===== src/rtl/pic_sequencer_pkg.sv =====
// Shared definitions for the picture-index sequencer: slideshow mode codes,
// default picture count and a counter-width helper.
package pic_pkg;

    typedef enum logic [1:0] {
        MODE_MANUAL = 2'b00,
        MODE_FWD    = 2'b01,
        MODE_REV    = 2'b10,
        MODE_PING   = 2'b11
    } mode_e;

    localparam int DEF_TOTAL_PIC = 13;

    // Bits needed to hold 0..v-1, never less than one.
    function automatic int clog2_min1(input int v);
        return (v <= 1) ? 1 : $clog2(v);
    endfunction

endpackage


===== src/rtl/pic_sequencer_if.sv =====
// Button/mode inputs and picture-index outputs of the sequencer, bundled as one bus.
interface pic_sequencer_if #(
    parameter int IDX_W = 4
);
    logic             btn_next;
    logic             btn_prev;
    pic_pkg::mode_e   mode;
    logic             pause;
    logic [IDX_W-1:0] index;
    logic             step;
    logic             wrap;
    logic             dir;

    modport master (
        output btn_next, btn_prev, mode, pause,
        input  index, step, wrap, dir
    );

    modport slave (
        input  btn_next, btn_prev, mode, pause,
        output index, step, wrap, dir
    );
endinterface


===== src/rtl/pic_sequencer_btn_repeat.sv =====
// Edge detect plus hold-to-repeat for one debounced button; fire_o is a
// one-cycle request that the top level turns into an index step.
module btn_repeat
    import pic_pkg::*;
#(
    parameter int HOLD_CYC = 12500000,
    parameter int REP_CYC  = 5000000
) (
    input  logic clk,
    input  logic rst,
    input  logic btn_i,
    input  logic block_i,
    output logic fire_o
);
    localparam int HOLD_W = clog2_min1(HOLD_CYC);
    localparam int REP_W  = clog2_min1(REP_CYC);
    localparam logic [HOLD_W-1:0] HOLD_MAX = HOLD_W'(HOLD_CYC - 1);
    localparam logic [REP_W-1:0]  REP_MAX  = REP_W'(REP_CYC - 1);

    logic              btn_q;
    logic [HOLD_W-1:0] hold_q, hold_d;
    logic [REP_W-1:0]  rep_q, rep_d;

    // Once the hold count saturates, the repeat counter fires on every wrap through zero.
    always_comb begin
        hold_d = '0;
        rep_d  = '0;
        fire_o = 1'b0;
        if (btn_i && !block_i) begin
            if (!btn_q) begin
                fire_o = 1'b1;
            end else if (hold_q != HOLD_MAX) begin
                hold_d = hold_q + 1'b1;
            end else begin
                hold_d = hold_q;
                fire_o = (rep_q == '0);
                rep_d  = (rep_q == REP_MAX) ? '0 : rep_q + 1'b1;
            end
        end
    end

    always_ff @(posedge clk or posedge rst) begin
        if (rst) begin
            btn_q  <= 1'b0;
            hold_q <= '0;
            rep_q  <= '0;
        end else begin
            btn_q  <= btn_i;
            hold_q <= hold_d;
            rep_q  <= rep_d;
        end
    end
endmodule


===== src/rtl/pic_sequencer.sv =====
// Picture-index sequencer: button stepping with hold-repeat, timed slideshow
// (forward, reverse, ping-pong) and registered step/wrap strobes.
module pic_sequencer
    import pic_pkg::*;
#(
    parameter int TOTAL_PIC   = DEF_TOTAL_PIC,
    parameter int IDX_W       = 4,
    parameter int AUTO_PERIOD = 16777216,
    parameter int HOLD_CYC    = 12500000,
    parameter int REP_CYC     = 5000000
) (
    input  logic           vgaclk,
    input  logic           rst,
    pic_sequencer_if.slave bus
);
    localparam int T_W = clog2_min1(AUTO_PERIOD);
    localparam logic [T_W-1:0]   T_MAX = T_W'(AUTO_PERIOD - 1);
    localparam logic [IDX_W-1:0] LAST  = IDX_W'(TOTAL_PIC - 1);

    logic [IDX_W-1:0] idx_q, idx_d;
    logic [T_W-1:0]   timer_q, timer_d;
    logic             dir_q, dir_d, step_q, step_d, wrap_q, wrap_d;
    mode_e            mode_q;
    logic             both, fire_next, fire_prev, btn_fire, auto_fire, mode_chg;
    logic             go_up, go_dn;

    assign both = bus.btn_next & bus.btn_prev;

    btn_repeat #(.HOLD_CYC(HOLD_CYC), .REP_CYC(REP_CYC)) u_next (
        .clk(vgaclk), .rst(rst), .btn_i(bus.btn_next), .block_i(both), .fire_o(fire_next)
    );

    btn_repeat #(.HOLD_CYC(HOLD_CYC), .REP_CYC(REP_CYC)) u_prev (
        .clk(vgaclk), .rst(rst), .btn_i(bus.btn_prev), .block_i(both), .fire_o(fire_prev)
    );

    assign btn_fire = fire_next | fire_prev;
    assign mode_chg = (bus.mode != mode_q);

    // A button step restarts the period, and also swallows a coincident terminal count.
    always_comb begin
        timer_d   = timer_q;
        auto_fire = 1'b0;
        if (mode_chg || btn_fire || bus.mode == MODE_MANUAL) begin
            timer_d = '0;
        end else if (!bus.pause) begin
            if (timer_q == T_MAX) begin
                timer_d   = '0;
                auto_fire = 1'b1;
            end else begin
                timer_d = timer_q + 1'b1;
            end
        end
    end

    always_comb begin
        idx_d  = idx_q;
        dir_d  = dir_q;
        wrap_d = 1'b0;
        go_up  = 1'b0;
        go_dn  = 1'b0;
        if (fire_next) begin
            go_up = 1'b1;
        end else if (fire_prev) begin
            go_dn = 1'b1;
        end else if (auto_fire) begin
            case (bus.mode)
                MODE_FWD: go_up = 1'b1;
                MODE_REV: go_dn = 1'b1;
                MODE_PING: begin
                    // With a single picture the turn-around still strobes wrap but nothing moves.
                    if (dir_q && idx_q == LAST) begin
                        wrap_d = 1'b1;
                        if (TOTAL_PIC > 1) begin
                            dir_d = 1'b0;
                            go_dn = 1'b1;
                        end
                    end else if (!dir_q && idx_q == '0) begin
                        wrap_d = 1'b1;
                        if (TOTAL_PIC > 1) begin
                            dir_d = 1'b1;
                            go_up = 1'b1;
                        end
                    end else if (dir_q) begin
                        go_up = 1'b1;
                    end else begin
                        go_dn = 1'b1;
                    end
                end
                default: ;
            endcase
        end

        if (go_up) begin
            if (idx_q == LAST) begin
                idx_d  = '0;
                wrap_d = 1'b1;
            end else begin
                idx_d = idx_q + 1'b1;
            end
        end else if (go_dn) begin
            if (idx_q == '0) begin
                idx_d  = LAST;
                wrap_d = 1'b1;
            end else begin
                idx_d = idx_q - 1'b1;
            end
        end
        step_d = (idx_d != idx_q);
    end

    always_ff @(posedge vgaclk or posedge rst) begin
        if (rst) begin
            idx_q   <= '0;
            dir_q   <= 1'b1;
            step_q  <= 1'b0;
            wrap_q  <= 1'b0;
            timer_q <= '0;
            mode_q  <= MODE_MANUAL;
        end else begin
            idx_q   <= idx_d;
            dir_q   <= dir_d;
            step_q  <= step_d;
            wrap_q  <= wrap_d;
            timer_q <= timer_d;
            mode_q  <= bus.mode;
        end
    end

    assign bus.index = idx_q;
    assign bus.step  = step_q;
    assign bus.wrap  = wrap_q;
    assign bus.dir   = dir_q;
endmodule


===== src/flat_wrapper.sv =====
// flat-port wrapper written by rule: the top's interface ports become plain ports
module pic_sequencer_flat import pic_pkg::*;
#(
    parameter int TOTAL_PIC   = DEF_TOTAL_PIC,
    parameter int IDX_W       = 4,
    parameter int AUTO_PERIOD = 16777216,
    parameter int HOLD_CYC    = 12500000,
    parameter int REP_CYC     = 5000000
)
  (vgaclk, rst, bus_btn_next, bus_btn_prev, bus_mode, bus_pause, bus_index, bus_step, bus_wrap, bus_dir);
  pic_sequencer_if #(.IDX_W(IDX_W)) bus_i ();
  input  logic vgaclk;
  input  logic rst;
  input wire logic [$bits(bus_i.btn_next)-1:0] bus_btn_next;
  input wire logic [$bits(bus_i.btn_prev)-1:0] bus_btn_prev;
  input wire logic [$bits(bus_i.mode)-1:0] bus_mode;
  input wire logic [$bits(bus_i.pause)-1:0] bus_pause;
  output wire logic [$bits(bus_i.index)-1:0] bus_index;
  output wire logic [$bits(bus_i.step)-1:0] bus_step;
  output wire logic [$bits(bus_i.wrap)-1:0] bus_wrap;
  output wire logic [$bits(bus_i.dir)-1:0] bus_dir;
  assign bus_i.btn_next = bus_btn_next;
  assign bus_i.btn_prev = bus_btn_prev;
  assign bus_i.mode = bus_mode;
  assign bus_i.pause = bus_pause;
  assign bus_index = bus_i.index;
  assign bus_step = bus_i.step;
  assign bus_wrap = bus_i.wrap;
  assign bus_dir = bus_i.dir;
  pic_sequencer #(.TOTAL_PIC(TOTAL_PIC), .IDX_W(IDX_W), .AUTO_PERIOD(AUTO_PERIOD), .HOLD_CYC(HOLD_CYC), .REP_CYC(REP_CYC)) u_core (.vgaclk(vgaclk), .rst(rst), .bus(bus_i));
endmodule

===== config.mk =====
export PLATFORM = sky130hd
export DESIGN_NAME = pic_sequencer_flat
export DESIGN_NICKNAME = d
export VERILOG_FILES = /design/src/rtl/pic_sequencer_pkg.sv /design/src/rtl/pic_sequencer_if.sv /design/src/rtl/pic_sequencer_btn_repeat.sv /design/src/rtl/pic_sequencer.sv /design/src/flat_wrapper.sv
export SDC_FILE = /design/constraint.sdc
export NUM_CORES = 1
export LEC_CHECK = 0
export BUFFER_PORTS_ARGS = -buffer_cell sky130_fd_sc_hd__buf_2
export CORE_ASPECT_RATIO = 0.5
export CORE_MARGIN = 2
export CORE_UTILIZATION = 25
export CTS_CLUSTER_DIAMETER = 80
export CTS_CLUSTER_SIZE = 12
export DETAILED_ROUTE_END_ITERATION = 8
export GPL_TIMING_DRIVEN = 0
export PLACE_DENSITY = 0.42
export REMOVE_ABC_BUFFERS = 1
export SYNTH_ARGS = -nofsm -noshare
export SYNTH_HDL_FRONTEND = slang
export SYNTH_HIERARCHICAL = 1
export SYNTH_SLANG_ARGS = --single-unit

===== constraint.sdc =====
create_clock -name vgaclk -period 7.3 [get_ports vgaclk]
set_input_delay 2.19 -clock vgaclk [delete_from_list [all_inputs] [get_ports vgaclk]]
set_output_delay 2.19 -clock vgaclk [all_outputs]
set_load 0.01 [all_outputs]

Yosys cells after proc, flatten, opt, wreduce, memory -nomap -nowiden --
Index checks and enable logic that the tools add are counted.
Word-level totals: register bits after elaboration 129, latch bits 0, bits in writable memories 0, ROM bits 0, bits of input ports 7, output and inout bits 7, logic and storage cells 107, memories kept 0
Operators by class: $add $sub $neg 7, multipliers 0, div/mod/pow operators 0, order comparisons 0, equal/unequal tests 14, shifts and indexed selects 0, multiplexer cells 56, bitwise logic cells 4, reductions and logical operators 14
Operators with widths (number):
- 24-bit two-way mux | 9
- 23-bit two-way mux | 8
- 24-bit by 1-bit adder with 24-bit output, second input constant | 3
- 24-bit inequality test, second input constant | 2
- 23-bit by 1-bit adder with 23-bit output, second input constant | 2
- 23-bit equality test, second input constant | 2
- 23-bit zero test | 2
- 1-bit two-way mux | 33
- 24-bit equality test, second input constant | 1
- 4-bit two-way mux | 4
- 3-bit by 2-bit inequality test with 1-bit output, second input constant | 2
- 5-bit AND reduction | 1
- 4-bit by 1-bit adder with 4-bit output, second input constant | 1
- 2-bit equality test, second input constant | 2
- 4-bit equality test, second input constant | 1
- 1-bit logical AND | 4
- 4-bit zero test | 1
- 4-bit inequality test | 1
- 1-bit one-hot mux with 2 select lines | 2
- 4-bit by 1-bit subtractor with 4-bit output, second input constant | 1
- 2-bit by 1-bit equality test with 1-bit output, second input constant | 1
- 1-bit zero test | 2
- 2-bit zero test | 1
- 1-bit logical OR | 2
- 6 further kinds | 7

Longest topological paths before layout --
Gate-level depths: netlist of the first run.
depth after elaboration 14, mapped depth 12, gate-level depth less buffers 12

Hierarchy --
Netlist of the first run, hierarchy kept.
By module, submodules not included:
- btn_repeat at u_core.u_prev | instances 1, cells each 255, area each 2563.7 sq um, sequential area each 1201.2 sq um
- btn_repeat at u_core.u_next | instances 1, cells each 253, area each 2532.4 sq um, sequential area each 1201.2 sq um
- pic_sequencer | instances 1, cells each 218, area each 2053.2 sq um, sequential area each 827.0 sq um

Worst setup path after synthesis of the first run --
OpenSTA, ideal clock, no wires.
kind input to register, start input port bus_btn_next, end register u_core.timer_q[5], library setup time 0.132 ns, data arrival time 4.009 ns, data required time 7.168 ns, path slack 3.159 ns, stages 9, buffers on the path 0, path through and2_1 -> nand2b_1 -> a21oi_1 -> and4bb_2 -> a22o_4 -> a211oi_2 -> and3_1 -> xnor2_1 -> nor2_1
On the way: word-level cells in the longest chain between the ends 8, elaborated cells on any way between the ends 11, classes of those cells eq/ne (1); mux (3); bitwise (2); reduce/logical (5)
RTL lines:
- from (decl) | RTL line flat_wrapper.sv:14 | input wire logic [$bits(bus_i.btn_next)-1:0] bus_btn_next;
- 1-bit bitwise AND (*) | RTL line pic_sequencer.sv:27 | assign both = bus.btn_next & bus.btn_prev;
- 1-bit zero test (*) | RTL line pic_sequencer_btn_repeat.sv:29 | if (btn_i && !block_i) begin
- 1-bit logical AND (*) | RTL line pic_sequencer_btn_repeat.sv:29
- 1-bit two-way mux (*) | RTL line pic_sequencer_btn_repeat.sv:29
- net u_core.fire_prev | RTL line pic_sequencer.sv:24 | logic both, fire_next, fire_prev, btn_fire, auto_fire, mode_chg;
- 1-bit bitwise OR (*) | RTL line pic_sequencer.sv:37 | assign btn_fire = fire_next | fire_prev;
- 1-bit logical OR (*) (2 in a row) | RTL line pic_sequencer.sv:44 | if (mode_chg || btn_fire || bus.mode == MODE_MANUAL) begin
- 2-bit by 1-bit inequality test with 1-bit output (no line) or 24-bit two-way mux (tied branches)
- to (signal assigned) | RTL line pic_sequencer.sv:125 | timer_q <= timer_d;
- to (decl) | RTL line pic_sequencer.sv:21 | logic [T_W-1:0] timer_q, timer_d;
Mark *: on every way through the listed nets, which the timed path passes. The rest lies on a longest branch. A chain may end at the register's enable or synchronous reset.

Worst setup path after layout of the first run --
start input port bus_btn_next, end register u_core.idx_q[0] (netlist: u_core/bus.index[0])
On the way: word-level cells in the longest chain between the ends 13, elaborated cells on any way between the ends 18, classes of those cells mux (11); bitwise (2); reduce/logical (5)
RTL lines:
- 1-bit bitwise AND (*) | RTL line pic_sequencer.sv:27
- net u_core.both | RTL line pic_sequencer.sv:24
- 1-bit zero test (*) | RTL line pic_sequencer_btn_repeat.sv:29
- 1-bit logical AND (*) | RTL line pic_sequencer_btn_repeat.sv:29
- 1-bit two-way mux (*) | RTL line pic_sequencer_btn_repeat.sv:29
- net u_core.fire_prev | RTL line pic_sequencer.sv:24
- 1-bit bitwise OR | RTL line pic_sequencer.sv:37
- 1-bit logical OR (2 in a row) | RTL line pic_sequencer.sv:44
- 1-bit two-way mux | RTL line pic_sequencer.sv:44
- 1-bit two-way mux | RTL line pic_sequencer.sv:66 | end else if (auto_fire) begin
- 1-bit two-way mux | RTL line pic_sequencer.sv:64 | end else if (fire_prev) begin
- 1-bit two-way mux | RTL line pic_sequencer.sv:62 | if (fire_next) begin
- 4-bit two-way mux | RTL line pic_sequencer.sv:101 | end else if (go_dn) begin
- 4-bit two-way mux (*) | RTL line pic_sequencer.sv:94 | if (go_up) begin
- net u_core.idx_d[0] | RTL line pic_sequencer.sv:20 | logic [IDX_W-1:0] idx_q, idx_d;
- to (signal assigned) | RTL line pic_sequencer.sv:121 | idx_q <= idx_d;
- to (decl) | RTL line pic_sequencer.sv:20
Marks and branches as above.

==> metrics, run 1 <==
placed cell count roughly 1100; sequential cell area 0.00323 sq mm; slew margin rel. 0.323; FMAX 0.237 GHz; Post-CTS Hold Fix Bufs 0; first-pass GRT wire length 26700 um; top-count cell post-synth dfrtp_1; Buf+Inv Stages, Crit Path 1; Root Buffer clkbuf_16; I/O pins 14; Post-CTS Resized 0; Cell Chain, Critical Path buf_2, and2_1, nand2b_1, a21oi_1, and4bb_2, a22oi_1, o21ai_0, xnor2_1, a21oi_1; hold_ws 483 ps; Final Hold Viols 0; routed wl met2 6890 um; Syn Inst Count 726; critical path's slowest cell a22oi_1; RSZ-0062 raised after global routing false; leakage 0.00314 uW; worst skew pair latency 420 ps; total track usage 0.110; buffer count from post-CTS setup fixing 0; total clock sinks roughly 130; initial antenna violation count 0; Hold Path Stages 1; Layout fillers 2934; largest net degree at the start of global routing 39; top-area cell type share of the netlist area 0.448; setup ws final 3090 ps; met1 WL 7880 um; WP data required 7580 ps; synth top area cells dfrtp_1 (45%), xor2_1 (8.5%), nor2_1 (4.4%); HP Start u_core/u_next/rep_q[0]; num rows 43; library cells used by synthesis 70; Post-synth ARST share 1.00; Multi-input gate area 0.00367 sq mm; via count 5238; register area share after synthesis 0.452; max-slew violation count 0; final WL between 15000 and 20000 um; Crit Path Category in2reg; # DRC 0; area post-placement between 0.007 and 0.008 sq mm; layout cell share with drive strength beyond 1 0.175; Min-Delay Endpoint u_core/u_next/rep_q[0]; ANT nets after route 0; Worst Tran Pin Value 1010 ps; GR Overflow Total 0; largest buffer count on any clock path 2; RR Startpoint u_core/u_prev/hold_q[0]; Max Cap Viol 0; Num CTS Buffers 17; die area 0.0300 sq mm; H-tree depth 4; TritonCTS clock tree built; Worst Setup Start Kind input port; largest fanout on the critical path 8; GP Congestion 0.738; met3 wire len 377 um; Final Setup Violations 0; Cell Area, Synth between 0.007 and 0.008 sq mm; Ant. Diodes 0; Starting Density 0.256; EDFF count, synth 0; Period minus WS final between 4000 and 5000 ps; Reg clk slew, reported paths 60 ps; Avg Cell Area, Syn 9.85 sq um; FF-to-FF setup slack between 3000 and 4000 ps; Seq cells post-synth roughly 130; Most used DFF post-synth dfrtp_1; Max VDD drop about 160 uV; Vias/cell 4.61; cell family with most CP delay compound AO/OA/AOI/OAI gates; warning count from the yosys run 6; Place WS 2630 ps; largest area contributor in the netlist dfrtp_1; I/O Buffers 13; worst hold path type reg2reg; status complete, no violations; dpl hpwl 10100 um; DR iter-0 viols 333; CP Depth 9; die span in y between 100 and 150 um; chip width ~240 um; final setup TNS 0 ps; vias in the first global route 5154; PwrDens 211 mW/mm^2; Finished Cell Area roughly 0.008 sq mm; top cells by count, synth dfrtp_1 (128), nor2_1 (84), xor2_1 (69); Setup crit end kind register; Critical R2R Capture u_core/bus.index[0]; crit-path max cell delay approximately 590 ps; Final Cycle Share 0.577; worst reg-to-reg path cell count 11; WL/cell 13.5 um; crit path DAT 4490 ps; core area 0.0279 sq mm; drt first pass iters 6; area growth from synthesis to layout 14.4%; Post-Layout Cell Count around 1100; Max Used Layer met4; most frequent CP cell a21oi_1; Setup Skew between 7 and 8 ps; nets@finish approximately 760
registers in the layout, indices dropped and copies added, names as in the netlist:
register              flops
u_core/bus.wrap           1
u_core/u_prev/hold_q     24
u_core/bus.dir            1
u_core/u_next/hold_q     24
u_core/bus.index          4
u_core/bus.step           1
u_core/mode_q             2
u_core/u_prev/rep_q      23
u_core/u_next/btn_q       1
u_core/u_next/rep_q      23
u_core/u_prev/btn_q       1
u_core/timer_q           24
kinds of logic after synthesis:
| kind of cell | count (synthesis) | share of synthesized area |
|---|---|---|
| xor+xnor | 95 | 0.116 |
| mux | 6 | 0.00858 |
| fa+ha+maj | 9 | 0.0158 |
| buf+inv | 47 | 0.0347 |
| flops | 129 | 0.452 |
| compound gates | 61 | 0.0641 |
| simple gates | 379 | 0.309 |
power breakdown:
group	total [uW]	leakage [uW]	internal, uW	switching [uW]
sequential	757	0.00178	729	28.2
clock	824	0.000269	497	327
combinational	147	0.00109	56.3	90.7
final cells by class:
type,instances,share of cell area
flip-flops and latches,129,0.395
inverters,26,0.0119
well taps,382,0.0584
clock inverters,12,0.0144
repair buffers,17,0.0181
multi-input cells,550,0.449
clock buffers,20,0.0534
stage by stage:
step	util	total power [uW]
after floorplan	-	869
after global placement	0.270	916
after detailed placement	0.272	920
after CTS	0.291	1760
after global routing	0.293	1820
final	0.293	1730
worst max path at each step:
| stage | from | to | slack (ps) |
|---|---|---|---|
| 6_report | bus_btn_next | u_core/bus.index[0] | 3090 |
| 3_5_place_dp | bus_btn_next | u_core/bus.index[0] | 2630 |
| 3_3_place_gp | bus_btn_next | u_core/bus.index[0] | 2660 |
| 4_1_cts | bus_btn_next | u_core/bus.index[0] | 3080 |
| 5_1_grt | bus_btn_next | u_core/bus.index[0] | 2950 |
| 2_1_floorplan | bus_btn_next | u_core/timer_q[5] | 3160 |
placed cells by master, fill, tap and decap left out, drive strengths merged, types with 2 or more instances in the layout:
master	netlist	final
dfrtp	128	128
nor2	124	124
xor2	69	69
nand2	57	57
nand3	49	49
nand4	41	41
xnor2	26	26
inv	26	26
clkbuf	7	20
and4	19	19
o21ai	19	19
buf	14	17
a21oi	16	16
nor3	16	16
nor4	16	16
and3	14	14
or3	9	9
ha	9	9
clkinv	0	7
nor4b	7	7
or4	7	7
a31oi	5	5
mux2i	5	5
and2	4	4
or2	4	4
nand2b	4	4
clkinvlp	0	3
o211ai	3	3
and4bb	3	3
bufinv	0	2
a31o	2	2
o311ai	2	2
a41oi	2	2
a211oi	2	2
metal layers:
metal	global-route usage	vias up
li1	-	2588
met4	0.0334	0
met1	0.147	2593
met5	0	-
met3	0.0284	12
met2	0.176	45
Power figures use the tool's default switching activity.
==> run 2, diff against run 1 <==
ABC_AREA = 1   (was default)
PLACE_DENSITY = 0.43   (was 0.42)
clock period = 3.6 ns   (was 7.3 ns; I/O delays follow)
==> run 2 against run 1 <==
Net effect: sequential share of layout area down 4.4 points; total power grew 120%; count of clock-buffer cells in the layout shrank 3; synthesized area grew 12%; die area increased by 12%; global-route usage up 0.98 points; utilization fell by 0.12 points.
==> metrics, run 2 <==
status complete, no violations; Max VDD drop 289 uV (+79%); Worst Tran Pin Value 856 ps (-150 ps); Max Cap Viol 0 (unchanged); most frequent CP cell nor2_1; EDFF count, synth 0 (unchanged); ANT nets after route 0 (unchanged); Seq cells post-synth 129 (unchanged); Syn Inst Count 1104 (+52%); H-tree depth 4 (unchanged); commonest non-fill, non-tap cell in the layout nand2_1; worst hold path type reg2reg; top cells by count, synth nand2_1 (239), nor2_1 (231), inv_1 (129); vias in the first global route 6612 (+28%); top-count cell post-synth nand2_1; die area 0.0335 sq mm (+12%); Root Buffer clkbuf_16; Num CTS Buffers 17 (unchanged); hold_ws 493 ps (+9.30 ps); largest net degree at the start of global routing 33 (-15%); WL/cell 11.9 um (-12%); via count 6886 (+31%); top-area cell type share of the netlist area 0.401 (-0.0475); GP Congestion 0.845 (+14%); met3 wire len 499 um (+32%); Post-Layout Cell Count 1574 (+39%); Vias/cell 4.37 (-5.1%); Buf+Inv Stages, Crit Path 3 (+2); Final Setup Violations 0 (unchanged); Final Hold Viols 0 (unchanged); drt first pass iters 5 (-1); Worst Setup Start Kind register; Place WS -243 ps (-2870 ps); Cell Chain, Critical Path ha_1, nand2_2, nor2_1, inv_1, nor2_1, nand3_1, nor2_1, nor2_1, nor2_1, inv_2, nand2_1, nor2_1, and3_1, nand2_4, inv_1, nor3_2, a21o_1, nand2_1, a31oi_1; most frequent cells in the layout nand2_1 (238), nor2_1 (231), dfrtp_1 (128), inv_1 (127), nand3_1 (84); area growth from synthesis to layout 15.3%; worst skew pair latency 430 ps (about the same); largest area contributor in the netlist dfrtp_1; Avg Cell Area, Syn 7.24 sq um (-26%); I/O pins 14 (unchanged); first-pass GRT wire length 32400 um (+22%); I/O Buffers 13 (unchanged); crit-path max cell delay 390 ps (-200 ps); leakage 0.00383 uW (+22%); FMAX 0.321 GHz; Post-synth ARST share 1.00 (unchanged); Finished Cell Area 0.00922 sq mm (+13%); WP data required 3950 ps (-3630 ps); Ant. Diodes 0 (unchanged); dpl hpwl 13800 um (+36%); Max Used Layer met4; met1 WL 9940 um (+26%); max-slew violation count 0 (unchanged); chip width 257 um (+5.7%); Setup crit end kind register; core area 0.0316 sq mm (+13%); slew margin rel. 0.429 (+0.106); Starting Density 0.253 (-0.00293); crit path DAT 3460 ps (-1030 ps); Reg clk slew, reported paths 60 ps (about the same); area post-placement 0.00857 sq mm (+13%); total track usage 0.120 (+0.00985); RSZ-0062 raised after global routing false; setup ws final 487 ps (-2600 ps); Most used DFF post-synth dfrtp_1; num rows 46 (+7.0%); top flop regs u_core/timer_q (24), u_core/u_next/hold_q (24), u_core/u_prev/hold_q (24); register area share after synthesis 0.404 (-0.0479); Setup Skew 9.80 ps (+2.37 ps); cell family with most CP delay simple AND/OR/NAND/NOR gates; initial antenna violation count 0 (unchanged); warning count from the yosys run 6 (unchanged); nets@finish 1145 (+51%); critical path's slowest cell dfrtp_1; Period minus WS final slightly above 3000 ps; synth top area cells dfrtp_1 (40%), nand2_1 (11%), nor2_1 (11%); final WL 18700 um (+22%); # DRC 0 (unchanged); routed wl met2 8040 um (+17%); Final Cycle Share 0.865; DR iter-0 viols 454 (+36%); TritonCTS clock tree built; Cell Area, Synth 0.00800 sq mm (+12%); Power, Total 3720 uW (+120%); largest buffer count on any clock path 2 (unchanged); library cells used by synthesis 44 (-37%); largest fanout on the critical path 21 (+13); Crit Path Category reg2reg; total clock sinks 129 (unchanged); placed cell count 1542 (+40%); die span in y 130 um (+5.6%); buffer count from post-CTS setup fixing 0 (unchanged); GR Overflow Total 0 (unchanged); layout cell share with drive strength beyond 1 0.116 (-0.0586); PwrDens 404 mW/mm^2 (+91%)
-- run 2: routing by layer --
layer  vias up  track usage
met5         -            0
met1      3233        0.166
met2        85        0.183
met3        12       0.0231
li1       3556            -
met4         0       0.0499
-- run 2: worst reg2reg max path: stages (launching register included) --
cell and delay, ps:
dfrtp_1 390, ha_1 200, nand2_2 100, nor2_1 140
inv_1 80, nor2_1 110, nand3_1 110, nor2_1 120
nor2_1 50, nor2_1 290, inv_2 110, nand2_1 90
nor2_1 50, and3_1 180, nand2_4 210, inv_1 160
nor3_2 320, a21o_1 170, nand2_1 40, a31oi_1 140
-- run 2: logic make-up (layout without fill, tap and decap cells) --
| family | count (synthesis) | after routing | share of synthesized area |
|---|---|---|---|
| flops | 129 | 129 | 0.404 |
| fa+ha+maj | 9 | 9 | 0.0141 |
| buf+inv | 149 | 187 | 0.0765 |
| xor+xnor | 41 | 41 | 0.0449 |
| compound gates | 86 | 86 | 0.0602 |
| simple gates | 690 | 690 | 0.401 |
-- run 2: layout make-up --
class                   instances  area [sq um]
flip-flops and latches        129          3230
clock inverters                15           216
inverters                     139           522
repair buffers                 16           120
well taps                     432           541
fillers                      3413         22400
multi-input cells             826          4160
clock buffers                  17           425
-- run 2: worst paths after layout --
check                      depth (start not counted)               startpoint  slack, ps                 endpoint
setup reg to reg                                  19  u_core/u_next/hold_q[0]        490       u_core/timer_q[15]
max in group asynchronous                          3                      rst       2150        u_core/timer_q[1]
hold reg to reg                                    1   u_core/u_prev/rep_q[0]        490   u_core/u_prev/rep_q[0]
hold / removal                                     1   u_core/u_prev/rep_q[0]        490   u_core/u_prev/rep_q[0]
min in group asynchronous                          2                      rst        670  u_core/u_next/hold_q[9]
setup / recovery                                  19  u_core/u_next/hold_q[0]        490       u_core/timer_q[15]
-- run 2: report_power, final --
part	switching (uW)	leakage [uW]	internal, uW	total, uW
clock	677	0.000301	1220	1900
sequential	35.2	0.00178	1480	1520
combinational	205	0.00175	104	310
-- run 2: repair_timing --
item / in CTS / in global routing
setup endpoints to repair: 0 / 14
gates resized for setup: 0 / 2
hold buffers: 0 / 0
-- run 2: stage by stage --
step | TNS, ps | utilization
floorplan | 0 | -
global placement | -2600 | 0.269
detailed placement | -2540 | 0.271
CTS | 0 | 0.291
global route | 0 | 0.292
finish | 0 | 0.292
==> run 3, diff against run 2 <==
ABC_AREA = default   (was 1)
PLACE_DENSITY = 0.42   (was 0.43)
clock period = 3.65 ns   (was 3.6 ns; I/O delays follow)
==> run 3 against run 2 <==
Net effect: final cell count is 27% lower; clock power is 13% lower; sequential power hardly changed; highest routed layer unchanged; global-route usage is 0.97 points lower; cell area is 10% lower; critical endpoint is now u_core/timer_q[23]; sequential share of layout area is 4.1 points higher; critical path type unchanged; first-iteration DRC count is 22% lower.
==> metrics, run 3 (synthesis gave the netlist of run 1 again) <==
layout cell share with drive strength beyond 1 0.187 (+0.0701); area post-placement 0.00758 sq mm (-12%); die span in y 124 um (-5.3%); final WL 15300 um (-18%); commonest non-fill, non-tap cell in the layout dfrtp_1; FMAX 0.295 GHz (-8.0%); Setup crit end kind register; Starting Density 0.256 (+0.00293); Period minus WS final 3380 ps (+271 ps); Crit Path Category reg2reg; largest net degree at the start of global routing 39 (+18%); Final Setup Violations 0 (unchanged); WL/cell 13.4 um (+13%); WP data required 3980 ps (+30 ps); Root Buffer clkbuf_16; I/O pins 14 (unchanged); hold_ws 483 ps (-9.21 ps); Max VDD drop 323 uV (+12%); largest buffer count on any clock path 2 (unchanged); Worst Tran Pin Value 1010 ps (+153 ps); Num CTS Buffers 17 (unchanged); Post-CTS Hold Fix Bufs 0 (unchanged); num rows 43 (-6.5%); switching power 894 uW (-2.6%); Gate power share 0.085 (+0.002); max-slew violation count 0 (unchanged); first-pass GRT wire length 26700 um (-18%); Final Cycle Share 0.927 (+0.0625); core area 0.0279 sq mm (-12%); placed cell count 1102 (-29%); drt first pass iters 4 (-1); most frequent cells in the layout dfrtp_1 (128), nor2_1 (84), xor2_1 (69), nand2_1 (53), nand3_1 (49); largest fanout on the critical path 7 (-67%); chip width 243 um (-5.4%); I/O Buffers 13 (unchanged); total clock sinks 129 (unchanged); Cell Chain, Critical Path nor4b_1, nand3_1, nor3_4, nand3_1, a21oi_1, and4bb_2, a22o_4, nand2_4, nand4_1, or3_1, a21oi_1; Ant. Diodes 0 (unchanged); die area 0.0300 sq mm (-10%); GR Overflow Total 0 (unchanged); Max Cap Viol 0 (unchanged); switching share of power 0.258 (+0.0120); total track usage 0.110 (-0.00969); critical path's slowest cell dfrtp_1; GP Congestion 0.738 (-13%); via count 5247 (-24%); H-tree depth 4 (unchanged); area growth from synthesis to layout 15.6%; RSZ-0062 raised after global routing false; Vias/cell 4.59 (+4.9%); clock network power share 0.477 (-0.033); sequential share of power 0.438 (+0.031); Worst Setup Start Kind register; worst skew pair latency 420 ps (about the same); Reg clk slew, reported paths 60 ps (about the same); Int Pwr 2570 uW (-8.6%); ANT nets after route 0 (unchanged); Final Hold Viols 0 (unchanged); crit-path max cell delay 450 ps (+60 ps); top flop regs u_core/timer_q (24), u_core/u_next/hold_q (24), u_core/u_prev/hold_q (24); vias in the first global route 5173 (-22%); leakage 0.00321 uW (-16%); worst hold path type reg2reg; TritonCTS clock tree built; Setup Skew 7.16 ps (-2.64 ps); status complete, no violations; DR iter-0 viols 354 (-22%); crit path DAT 3720 ps (+260 ps); nets@finish 764 (-33%); dpl hpwl 10100 um (-27%); initial antenna violation count 0 (unchanged); slew margin rel. 0.321 (-0.108); Finished Cell Area 0.00826 sq mm (-10%); # DRC 0 (unchanged); Post-Layout Cell Count 1143 (-27%); PwrDens 419 mW/mm^2 (+3.6%)
run 3: final timing paths:
kind	startpoint	end	slack, ps	depth (start not counted)
min in group asynchronous	rst	u_core/u_prev/hold_q[4]	640	2
max reg2reg	u_core/u_next/hold_q[5]	u_core/timer_q[23]	270	11
max	u_core/u_next/hold_q[5]	u_core/timer_q[23]	270	11
min reg2reg	u_core/u_next/rep_q[0]	u_core/u_next/rep_q[0]	480	1
min	u_core/u_next/rep_q[0]	u_core/u_next/rep_q[0]	480	1
max in group asynchronous	rst	u_core/timer_q[11]	2310	2
run 3: final cells by class:
class                           instances  area, sq um
Clock buffer                           20          437
Clock inverter                         12          118
Fill cell                            2930        19700
Inverter                               26         97.6
Multi-Input combinational cell        550         3700
Sequential cell                       129         3230
Tap cell                              382          478
Timing Repair Buffer                   24          200
run 3: through the flow:
stage | power (uW) | utilization | setup WS (ps) | TNS, ps
4_1_cts | 3520 | 0.292 | 70.8 | 0
3_5_place_dp | 1840 | 0.272 | -238 | -1730
6_report | 3460 | 0.296 | 266 | 0
3_3_place_gp | 1830 | 0.270 | -214 | -1630
2_1_floorplan | 1740 | - | 551 | 0
5_1_grt | 3640 | 0.296 | 33.2 | 0
run 3: per-layer routing:
metal	wire (um)	vias up	share of wire	GRT usage
li1	-	2598	-	-
met3	356	14	0.023	0.0284
met4	176	0	0.011	0.0334
met5	0	-	0	0
met1	7800	2592	0.51	0.146
met2	6970	43	0.46	0.177
run 3: critical path, delay by kind of cell (launching register included):
kind,cells,cell delay [ps]
AO/OA/AOI/OAI,3,700
AND/OR/NAND/NOR,8,2140
flip-flops,1,450
run 3: power by group through the flow:
stage	Sequential, uW	Combinational [uW]	Clock, uW
CTS	1510	301	1710
global route	1520	345	1780
finish	1510	295	1650
global placement	1540	293	0
detailed placement	1540	299	0
floorplan	1540	201	0
run 3: repair_timing:
item | 4_1_cts | 5_1_grt
hold endpoints to repair | 0 | 0
buffers inserted | 0 | 7
pin swaps | 0 | 2
setup endpoints to repair | 14 | 8
gates resized for setup | 4 | 2
